<file path="config.mk">
export PLATFORM = sky130hd
export DESIGN_NAME = memory_access_ctrl
export DESIGN_NICKNAME = d
export VERILOG_FILES = /design/src/rtl/mem_ctrl_pkg.sv /design/src/rtl/memory_access_ctrl_wait_timer.sv /design/src/rtl/memory_access_ctrl.sv
export SDC_FILE = /design/constraint.sdc
export NUM_CORES = 1
export LEC_CHECK = 0
export CAP_MARGIN = 20
export CORE_UTILIZATION = 38
export CTS_BUF_LIST = sky130_fd_sc_hd__clkbuf_2
export CTS_CLUSTER_DIAMETER = 150
export CTS_CLUSTER_SIZE = 25
export DETAILED_ROUTE_END_ITERATION = 10
export GPL_TIMING_DRIVEN = 0
export PLACE_DENSITY = 0.8
export REMOVE_ABC_BUFFERS = 1
export SLEW_MARGIN = 20
export SYNTH_ARGS = -nofsm -noshare
export SYNTH_HDL_FRONTEND = slang
export SYNTH_SLANG_ARGS = --single-unit
</file>
<file path="constraint.sdc">
create_clock -name clk -period 1.41 [get_ports clk]
set_input_delay 0.282 -clock clk [delete_from_list [all_inputs] [get_ports clk]]
set_output_delay 0.282 -clock clk [all_outputs]
set_load 0.02 [all_outputs]
</file>
<file path="src/rtl/mem_ctrl_pkg.sv">
// Shared opcodes, FSM state type and wait-counter width for memory_access_ctrl.
package mem_ctrl_pkg;

   localparam logic [3:0] OP_LDR = 4'b1101;
   localparam logic [3:0] OP_STR = 4'b1110;
   localparam int         CNT_W  = 8;

   typedef enum logic [1:0] {
      IDLE = 2'd0,
      REQ  = 2'd1,
      DONE = 2'd2
   } state_t;

endpackage

</file>
<file path="src/rtl/memory_access_ctrl_wait_timer.sv">
// Saturating wait counter for the memory handshake; flags expiry on the cycle
// whose increment would reach TIMEOUT, so the request lasts exactly TIMEOUT cycles.
module wait_timer
   import mem_ctrl_pkg::*;
#(
   parameter int TIMEOUT = 15
) (
   input  logic clk,
   input  logic rst,
   input  logic clear,
   input  logic enable,
   output logic expired
);

   logic [CNT_W-1:0] count;
   logic [CNT_W-1:0] count_inc;

   assign count_inc = (count == '1) ? count : count + CNT_W'(1);
   assign expired   = enable && (count_inc == CNT_W'(TIMEOUT));

   always_ff @(posedge clk) begin
      if (rst || clear) begin
         count <= '0;
      end else if (enable) begin
         count <= count_inc;
      end
   end

endmodule

</file>
<file path="src/rtl/memory_access_ctrl.sv">
// Single-access memory controller: fetch / load / store with ack timeout.
// Optional alignment fault on load/store/fetch addresses: MEM_ALIGN_CHECK_EN.
//
//   state | meaning
//   IDLE  | waiting for start, last results held
//   REQ   | mem_req asserted, waiting for mem_ack or timeout
//   DONE  | one-cycle done pulse, then back to IDLE
module memory_access_ctrl
   import mem_ctrl_pkg::*;
#(
   parameter int DATA_W  = 32,
   parameter int ADDR_W  = 32,
   parameter int TIMEOUT = 15
) (
   input  logic              clk,
   input  logic              rst,
   input  logic              start,
   input  logic [3:0]        op_code,
   input  logic [ADDR_W-1:0] sr1,
   input  logic [DATA_W-1:0] sr2,
   input  logic [ADDR_W-1:0] pc,
   input  logic              mem_ack,
   input  logic [DATA_W-1:0] mem_rdata,
   output logic              mem_req,
   output logic              rw,
   output logic [ADDR_W-1:0] add_bus,
   output logic [DATA_W-1:0] data_bus,
   output logic              ldr,
   output logic              str,
   output logic [DATA_W-1:0] data_reg,
   output logic [DATA_W-1:0] instr_reg,
   output logic              busy,
   output logic              done,
   output logic              fault
);

   state_t            state;
   logic              op_ldr;
   logic              op_str;
   logic [ADDR_W-1:0] start_addr;
   logic              misaligned;
   logic              timer_expired;

   assign op_ldr     = (op_code == OP_LDR);
   assign op_str     = (op_code == OP_STR);
   assign start_addr = (op_ldr || op_str) ? sr1 : pc;

`ifdef MEM_ALIGN_CHECK_EN
   localparam int                ALIGN_BITS = $clog2(DATA_W / 8);
   localparam logic [ADDR_W-1:0] ALIGN_MASK = ADDR_W'((64'd1 << ALIGN_BITS) - 64'd1);
   assign misaligned = |(start_addr & ALIGN_MASK);
`else
   assign misaligned = 1'b0;
`endif

   wait_timer #(.TIMEOUT(TIMEOUT)) u_wait_timer (
      .clk     (clk),
      .rst     (rst),
      .clear   (state != REQ),
      .enable  ((state == REQ) && !mem_ack),
      .expired (timer_expired)
   );

   always_ff @(posedge clk) begin
      if (rst) begin
         state     <= IDLE;
         mem_req   <= 1'b0;
         rw        <= 1'b0;
         add_bus   <= '0;
         data_bus  <= '0;
         ldr       <= 1'b0;
         str       <= 1'b0;
         data_reg  <= '0;
         instr_reg <= '0;
         busy      <= 1'b0;
         done      <= 1'b0;
         fault     <= 1'b0;
      end else begin
         case (state)
            IDLE: begin
               done <= 1'b0;
               if (start) begin
                  add_bus  <= start_addr;
                  data_bus <= sr2;
                  ldr      <= op_ldr;
                  str      <= op_str;
                  rw       <= !op_str;
                  busy     <= 1'b1;
                  if (misaligned) begin
                     fault <= 1'b1;
                     done  <= 1'b1;
                     state <= DONE;
                  end else begin
                     fault   <= 1'b0;
                     mem_req <= 1'b1;
                     state   <= REQ;
                  end
               end
            end
            REQ: begin
               // ack beats a simultaneous expiry, so check it first
               if (mem_ack) begin
                  if (ldr) begin
                     data_reg <= mem_rdata;
                  end else if (!str) begin
                     instr_reg <= mem_rdata;
                  end
                  mem_req <= 1'b0;
                  done    <= 1'b1;
                  state   <= DONE;
               end else if (timer_expired) begin
                  fault   <= 1'b1;
                  mem_req <= 1'b0;
                  done    <= 1'b1;
                  state   <= DONE;
               end
            end
            DONE: begin
               done  <= 1'b0;
               busy  <= 1'b0;
               state <= IDLE;
            end
            default: begin
               mem_req <= 1'b0;
               done    <= 1'b0;
               busy    <= 1'b0;
               state   <= IDLE;
            end
         endcase
      end
   end

endmodule
</file>
==> results of run 1 <==
repair_timing:
item / CTS / global route
pin swaps: 54 / 154
endpoints found under the setup margin: 276 / 265
gates cloned: 17 / 12
hold endpoints to repair: 48 / 6
hold buffers: 3 / 6
gates resized for setup: 1034 / 277
setup buffers: 36 / 38
final timing paths:
check / slack (ps) / depth (start not counted) / end / startpoint
worst min register to register: 470 / 2 / instr_reg[22]$_SDFFE_PP0P_ / instr_reg[22]$_SDFFE_PP0P_
worst min-delay path: 80 / 3 / data_bus[21]$_SDFFE_PP0P_ / sr2[21]
worst max-delay path: -300 / 6 / done$_SDFFE_PP0P_ / u_wait_timer.count[1]$_SDFFE_PP0P_
worst max register to register: -300 / 6 / done$_SDFFE_PP0P_ / u_wait_timer.count[1]$_SDFFE_PP0P_
per-layer routing:
layer,global-route usage (%),part of all wire [%],routed length (µm)
met2,50.1,52,14000
met4,12.0,5.7,1550
met3,11.1,8.8,2390
met5,0,0,0
met1,28.0,34,9280
synthesized netlist by cell type, drive strengths merged:
master / instances / area share [%]
o221a: 1 / 0.20
buf: 28 / 3.4
o211a: 1 / 0.18
nor3: 7 / 0.80
dfxtp: 145 / 52
clkbuf: 20 / 1.3
ha: 1 / 0.22
a311oi: 2 / 0.31
nand3: 6 / 0.54
nor2: 49 / 3.5
and3: 2 / 0.22
a21oi: 107 / 9.6
nor4: 1 / 0.11
nand2: 197 / 13
o211ai: 1 / 0.13
and4: 1 / 0.16
o21ai: 9 / 0.87
nand3b: 1 / 0.13
nor4b: 3 / 0.58
xor2: 1 / 0.16
a21o: 2 / 0.27
nand4: 2 / 0.22
a211oi: 33 / 4.4
nor2b: 1 / 0.25
mux2i: 33 / 5.9
or3: 1 / 0.11
and2: 1 / 0.11
and4b: 1 / 0.18
xnor2: 1 / 0.16
nand2b: 5 / 0.56
a21bo: 1 / 0.18
inv: 4 / 0.27
power groups by stage:
stage | combinational [mW] | clock (mW) | sequential (mW)
floorplan | 0.435 | 0 | 4.72
CTS | 2.12 | 2.80 | 4.47
finish | 2.71 | 2.82 | 4.52
global placement | 1.64 | 0 | 4.49
global route | 2.82 | 3.05 | 4.54
detailed placement | 1.65 | 0 | 4.49
metrics by stage:
step | TNS, ps | utilization (%) | hold WS, ps | worst slack [ps] | std cells
3_5_place_dp | -93400 | 57.9 | 446 | -953 | 1078
5_1_grt | -51590 | 79.3 | -0.551 | -377 | 1215
2_1_floorplan | -95050 | - | 351 | -1220 | 620
4_1_cts | -24110 | 69.0 | 4.12 | -180 | 1165
3_3_place_gp | -477910 | 57.1 | 441 | -3960 | 1074
6_report | -31890 | 79.3 | 83.4 | -300 | 1215
cell type report:
class / instances / area share [%]
Antenna cell: 1 / 0.0218
Tap cell: 184 / 2.00
Multi-Input combinational cell: 483 / 31.7
Sequential cell: 145 / 27.1
Inverter: 4 / 0.131
Clock inverter: 14 / 1.65
Clock buffer: 17 / 0.741
Timing Repair Buffer: 367 / 36.7
cell families (layout without fill, tap and decap cells):
| group | Yosys count | in the layout | synth area share, % |
|---|---|---|---|
| simple gates | 278 | 290 | 20.6 |
| compound gates | 157 | 157 | 16.1 |
| other cells | 0 | 1 | 0 |
| buf+inv | 52 | 402 | 4.96 |
| mux | 33 | 33 | 5.90 |
| xor+xnor | 2 | 2 | 0.313 |
| fa+ha+maj | 1 | 1 | 0.223 |
| flops | 145 | 145 | 51.8 |
worst min-delay path: cells and delay by family:
family	cells	cell delay [ps]
compound gates	1	40
simple gates	1	60
buf+inv	1	410
==> metrics.md, run 1 <==
| Metric | Value |
|---|---|
| Status | `finished, violations left` |
| Failing checks | `setup timing` |
| Max clock buf depth | `2` |
| Clock Pin Slew Worst Setup and Hold Paths | `220 ps` |
| Drt drc | `0` |
| Share of layout cells above drive strength 1 | `62.8%` |
| Slew @ Worst Pin | `1150 ps` |
| IO Port Bufs | `270` |
| Slowest-stage cell, CP | `dfxtp_4` |
| Most frequent cells in the layout | `buf_6 (157), dfxtp_2 (134), clkdlybuf4s50_1 (133)` |
| Setup Crit Path Kind | `reg -> reg` |
| Avg Inst Size Synth | `8.38 µm²` |
| Multi-input gate area | `3640 µm²` |
| CP Launch Type | `register` |
| Synth cell types | `41` |
| Net count, final | `1155` |
| Row cnt | `44` |
| Grt total ovfl | `0` |
| LEAKAGE | `4.46 nW` |
| Hpwl dp | `11800 µm` |
| Die Width | `123 µm` |
| Core Box Area | `14500 µm²` |
| Die height | `123 µm` |
| Slew Viols, Final | `0` |
| Pint | `6.90 mW` |
| Seq/Total Area, Yosys | `51.8%` |
| Number of DRC markers in iteration 0 | `388` |
| RSZ-0062 raised after global routing | `yes` |
| Clk sink count | `145` |
| Clock power frac | `28.1%` |
| Final Skew | `31.7 ps` |
| Worst-path maximum fanout | `4` |
| Clock Latency Late Sink | `750 ps` |
| Seq cells post-synth | `145` |
| Root Buffer | `clkbuf_2` |
| Synth Warn # | `0` |
| Worst vdd ir | `0.608 mV` |
| Final Setup Violations | `267` |
| Worst Hold Class | `in -> reg` |
| P_sw | `3.14 mW` |
| Initial antenna violation count | `1` |
| Worst path required time | `2080 ps` |
| CP cell instances | `ha_4 > nor4b_2 > o211ai_1 > buf_4 > nor3_4 > nand2b_4` |
| Gr usage total | `27.7%` |
| Power density over the cells | `875 nW/µm²` |
| Via count | `6793` |
| Slew headroom | `23.2%` |
| Final clock period utilization by the worst path | `121%` |
| Tmin final | `1710 ps` |
| Critical path endpoint category | `register` |
| Final hold violations | `0` |
| Io pins | `271` |
| Routed Antenna Nets | `0` |
| Area Growth Syn to Fin | `105%` |
| TritonCTS clock tree | `done` |
| First-pass GRT wire length | `31300 µm` |
| CP delay by family, top | `simple AND/OR/NAND/NOR gates` |
| Critical Path AT | `2380 ps` |
| Switching share of power | `31.3%` |
| Mapped cell area | `5600 µm²` |
| CTS Buf Count | `17` |
| Gate count of the mapped netlist | `668` |
| Final wirelength | `27300 µm` |
| Number of buffers and inverters on the critical path | `1` |
| Vias in the first global route | `5758` |
| Fin area | `11500 µm²` |
| DR WL/cell | `22.4 µm` |
| Final setup margin | `-300 ps` |
| Largest net degree at the start of global routing | `90` |
| Starting Density | `38.7%` |
| Register Area | `3110 µm²` |
| Sequential power share | `45.0%` |
| Area after DPL | `8390 µm²` |
| Commonest non-fill, non-tap cell in the layout | `buf_6` |
| Total of max-cap violations | `0` |
| Combinational share of power | `27.0%` |
| Routability congestion estimate | `0.782` |
| Total power | `10.0 mW` |
| Fillcell total | `774` |
| Via/cell ratio | `5.59` |
| Slowest Stage Delay on Critical Path | `410 ps` |
| H-tree depth | `4` |
| Die area | `15200 µm²` |
| Highest Clock Rate | `585 MHz` |
| Pre-antenna DRT Iters | `6` |
Note: power is estimated with default switching activity, not from simulation.
==> run 2: changes to the inputs <==
--- a/config.mk
+++ b/config.mk
@@ -14,6 +14,7 @@
 export GPL_TIMING_DRIVEN = 0
 export PLACE_DENSITY = 0.8
 export REMOVE_ABC_BUFFERS = 1
+export SKIP_LAST_GASP = 1
 export SLEW_MARGIN = 20
 export SYNTH_ARGS = -nofsm -noshare
 export SYNTH_HDL_FRONTEND = slang
==> metrics.md, run 2 (same netlist as run 1, synthesis figures left out) <==
| Metric | Value |
|---|---|
| Highest Clock Rate | `571 MHz (was 585 MHz)` |
| Routability congestion estimate | `0.782 (unchanged)` |
| RSZ-0062 raised after global routing | `yes (unchanged)` |
| Slew @ Worst Pin | `1150 ps (about the same)` |
| Initial antenna violation count | `1 (unchanged)` |
| Hpwl dp | `11800 µm (unchanged)` |
| Final Skew | `53.6 ps (was 31.7 ps)` |
| Drt drc | `0 (unchanged)` |
| Worst-path maximum fanout | `6 (was 4)` |
| Place WS | `-953 ps (unchanged)` |
| Die height | `123 µm (unchanged)` |
| Largest net degree at the start of global routing | `90 (unchanged)` |
| Critical path endpoint category | `register (unchanged)` |
| Final hold violations | `0 (unchanged)` |
| Pre-antenna DRT Iters | `6 (unchanged)` |
| Via count | `6776 (was 6793)` |
| Vias in the first global route | `5757 (was 5758)` |
| Power density over the cells | `879 nW/µm² (was 875 nW/µm²)` |
| Critical R2R Launch | `u_wait_timer.count[7]$_SDFFE_PP0P_ (was u_wait_timer.count[1]$_SDFFE_PP0P_)` |
| Critical Path AT | `2460 ps (was 2380 ps)` |
| Max clock buf depth | `2 (unchanged)` |
| Grt total ovfl | `0 (unchanged)` |
| IO Port Bufs | `270 (unchanged)` |
| Clock Pin Slew Worst Setup and Hold Paths | `250 ps (was 220 ps)` |
| CP Launch Type | `register (unchanged)` |
| Share of layout cells above drive strength 1 | `62.7% (was 62.8%)` |
| CTS Buf Count | `17 (unchanged)` |
| Status | `finished, violations left (unchanged)` |
| DR WL/cell | `22.6 µm (was 22.4 µm)` |
| Tmin final | `1750 ps (was 1710 ps)` |
| Via/cell ratio | `5.58 (was 5.59)` |
| Final clock period utilization by the worst path | `124% (was 121%)` |
| Multi-input gate area | `3580 µm² (was 3640 µm²)` |
| Clk sink count | `145 (unchanged)` |
| Slew Viols, Final | `0 (unchanged)` |
| Worst Hold Launch | `sr2[27] (was sr2[21])` |
| Fillcell total | `785 (was 774)` |
| Total of max-cap violations | `0 (unchanged)` |
| Gr usage total | `27.8% (was 27.7%)` |
| Setup Crit Path Kind | `reg -> reg (unchanged)` |
| Fin util | `78.7% (was 79.3%)` |
| Routed Antenna Nets | `0 (unchanged)` |
| Worst path required time | `2110 ps (was 2080 ps)` |
| Core Box Area | `14500 µm² (unchanged)` |
| LEAKAGE | `4.39 nW (was 4.46 nW)` |
| Area Growth Syn to Fin | `104% (was 105%)` |
| Io pins | `271 (unchanged)` |
| H-tree depth | `4 (unchanged)` |
| Setup TNS | `-33700 ps (was -31890 ps)` |
| Register Area | `3100 µm² (was 3110 µm²)` |
| Die area | `15200 µm² (unchanged)` |
| Net count, final | `1155 (unchanged)` |
| Failing checks | `setup timing (unchanged)` |
| TritonCTS clock tree | `done (unchanged)` |
| Setup crit start | `u_wait_timer.count[7]$_SDFFE_PP0P_ (was u_wait_timer.count[1]$_SDFFE_PP0P_)` |
| Final setup margin | `-342 ps (was -300 ps)` |
| Final wirelength | `27500 µm (was 27300 µm)` |
| Slew headroom | `23.5% (was 23.2%)` |
| Commonest non-fill, non-tap cell in the layout | `buf_6 (unchanged)` |
| First-pass GRT wire length | `31400 µm (was 31300 µm)` |
| Number of DRC markers in iteration 0 | `366 (was 388)` |
| Worst vdd ir | `0.636 mV (was 0.608 mV)` |
| Final Setup Violations | `267 (unchanged)` |
| Worst Hold Class | `in -> reg (unchanged)` |
| Starting Density | `38.7% (unchanged)` |
| Most frequent cells in the layout | `buf_6 (156), dfxtp_2 (137), clkdlybuf4s50_1 (133) (was buf_6 (157), dfxtp_2 (134), clkdlybuf4s50_1 (133))` |
| Row cnt | `44 (unchanged)` |
| Clock Latency Late Sink | `800 ps (was 750 ps)` |
| Root Buffer | `clkbuf_2 (unchanged)` |
| Die Width | `123 µm (unchanged)` |
[run 2: cell count changes in the layout (fill, tap and decap cells not counted), sizes merged]
cell / before / now
dlymetal6s2s: 0 / 1
dlygate4sd2: 1 / 0
[run 2: worst paths after layout]
kind | to | slack (ps) | cells past startpoint
setup reg to reg | done$_SDFFE_PP0P_ | -340 | 6
hold reg to reg | instr_reg[10]$_SDFFE_PP0P_ | 470 | 2
setup / recovery | done$_SDFFE_PP0P_ | -340 | 6
hold / removal | data_bus[27]$_SDFFE_PP0P_ | 20 | 3
[run 2: where the power goes]
group / internal [mW] / switching (mW) / total (mW)
Sequential: 4.33 / 0.185 / 4.52
Combinational: 1.41 / 1.28 / 2.69
Clock: 1.16 / 1.65 / 2.81
Total: 6.89 / 3.12 / 10.0
[run 2: stage by stage]
stage               std cells  hold slack [ps]  instance area (µm²)  power (mW)
finish                   1215             16.0                11400        10.0
global route             1215            -12.7                11400        10.3
CTS                      1165             4.12                 9980        9.39
detailed placement       1078              446                 8390        6.15
global placement         1074              441                 8270        6.13
floorplan                 620              351                 5340        5.15
[run 2: final cells by class]
cell class                      count  area share [%]
Sequential cell                   145            27.2
Antenna cell                        1          0.0220
Timing Repair Buffer              367            36.9
Inverter                            4           0.132
Tap cell                          184            2.02
Multi-Input combinational cell    483            31.4
Clock buffer                       17           0.746
Clock inverter                     14            1.66
[run 2: critical path, stage by stage (launching register included)]
cell	delay, ps
dfxtp_1	560
nand4_1	160
a21oi_1	220
o211ai_1	190
buf_4	190
nor3_4	220
nand2b_4	160
[run 2: layer usage]
metal	vias to the layer above	GRT usage, %	wire length [µm]
met5	-	0	0
met4	0	12.0	1330
met3	116	11.3	2550
met2	448	50.0	14300
met1	3233	28.0	9280
li1	2979	-	-
[run 2: repair_timing]
action / 4_1_cts / 5_1_grt
endpoints found under the setup margin: 276 / 265
gates resized for setup: 1031 / 257
pin swaps: 49 / 142
buffers inserted: 36 / 37
hold endpoints to repair: 48 / 6
hold buffers: 3 / 6
gates cloned: 17 / 12
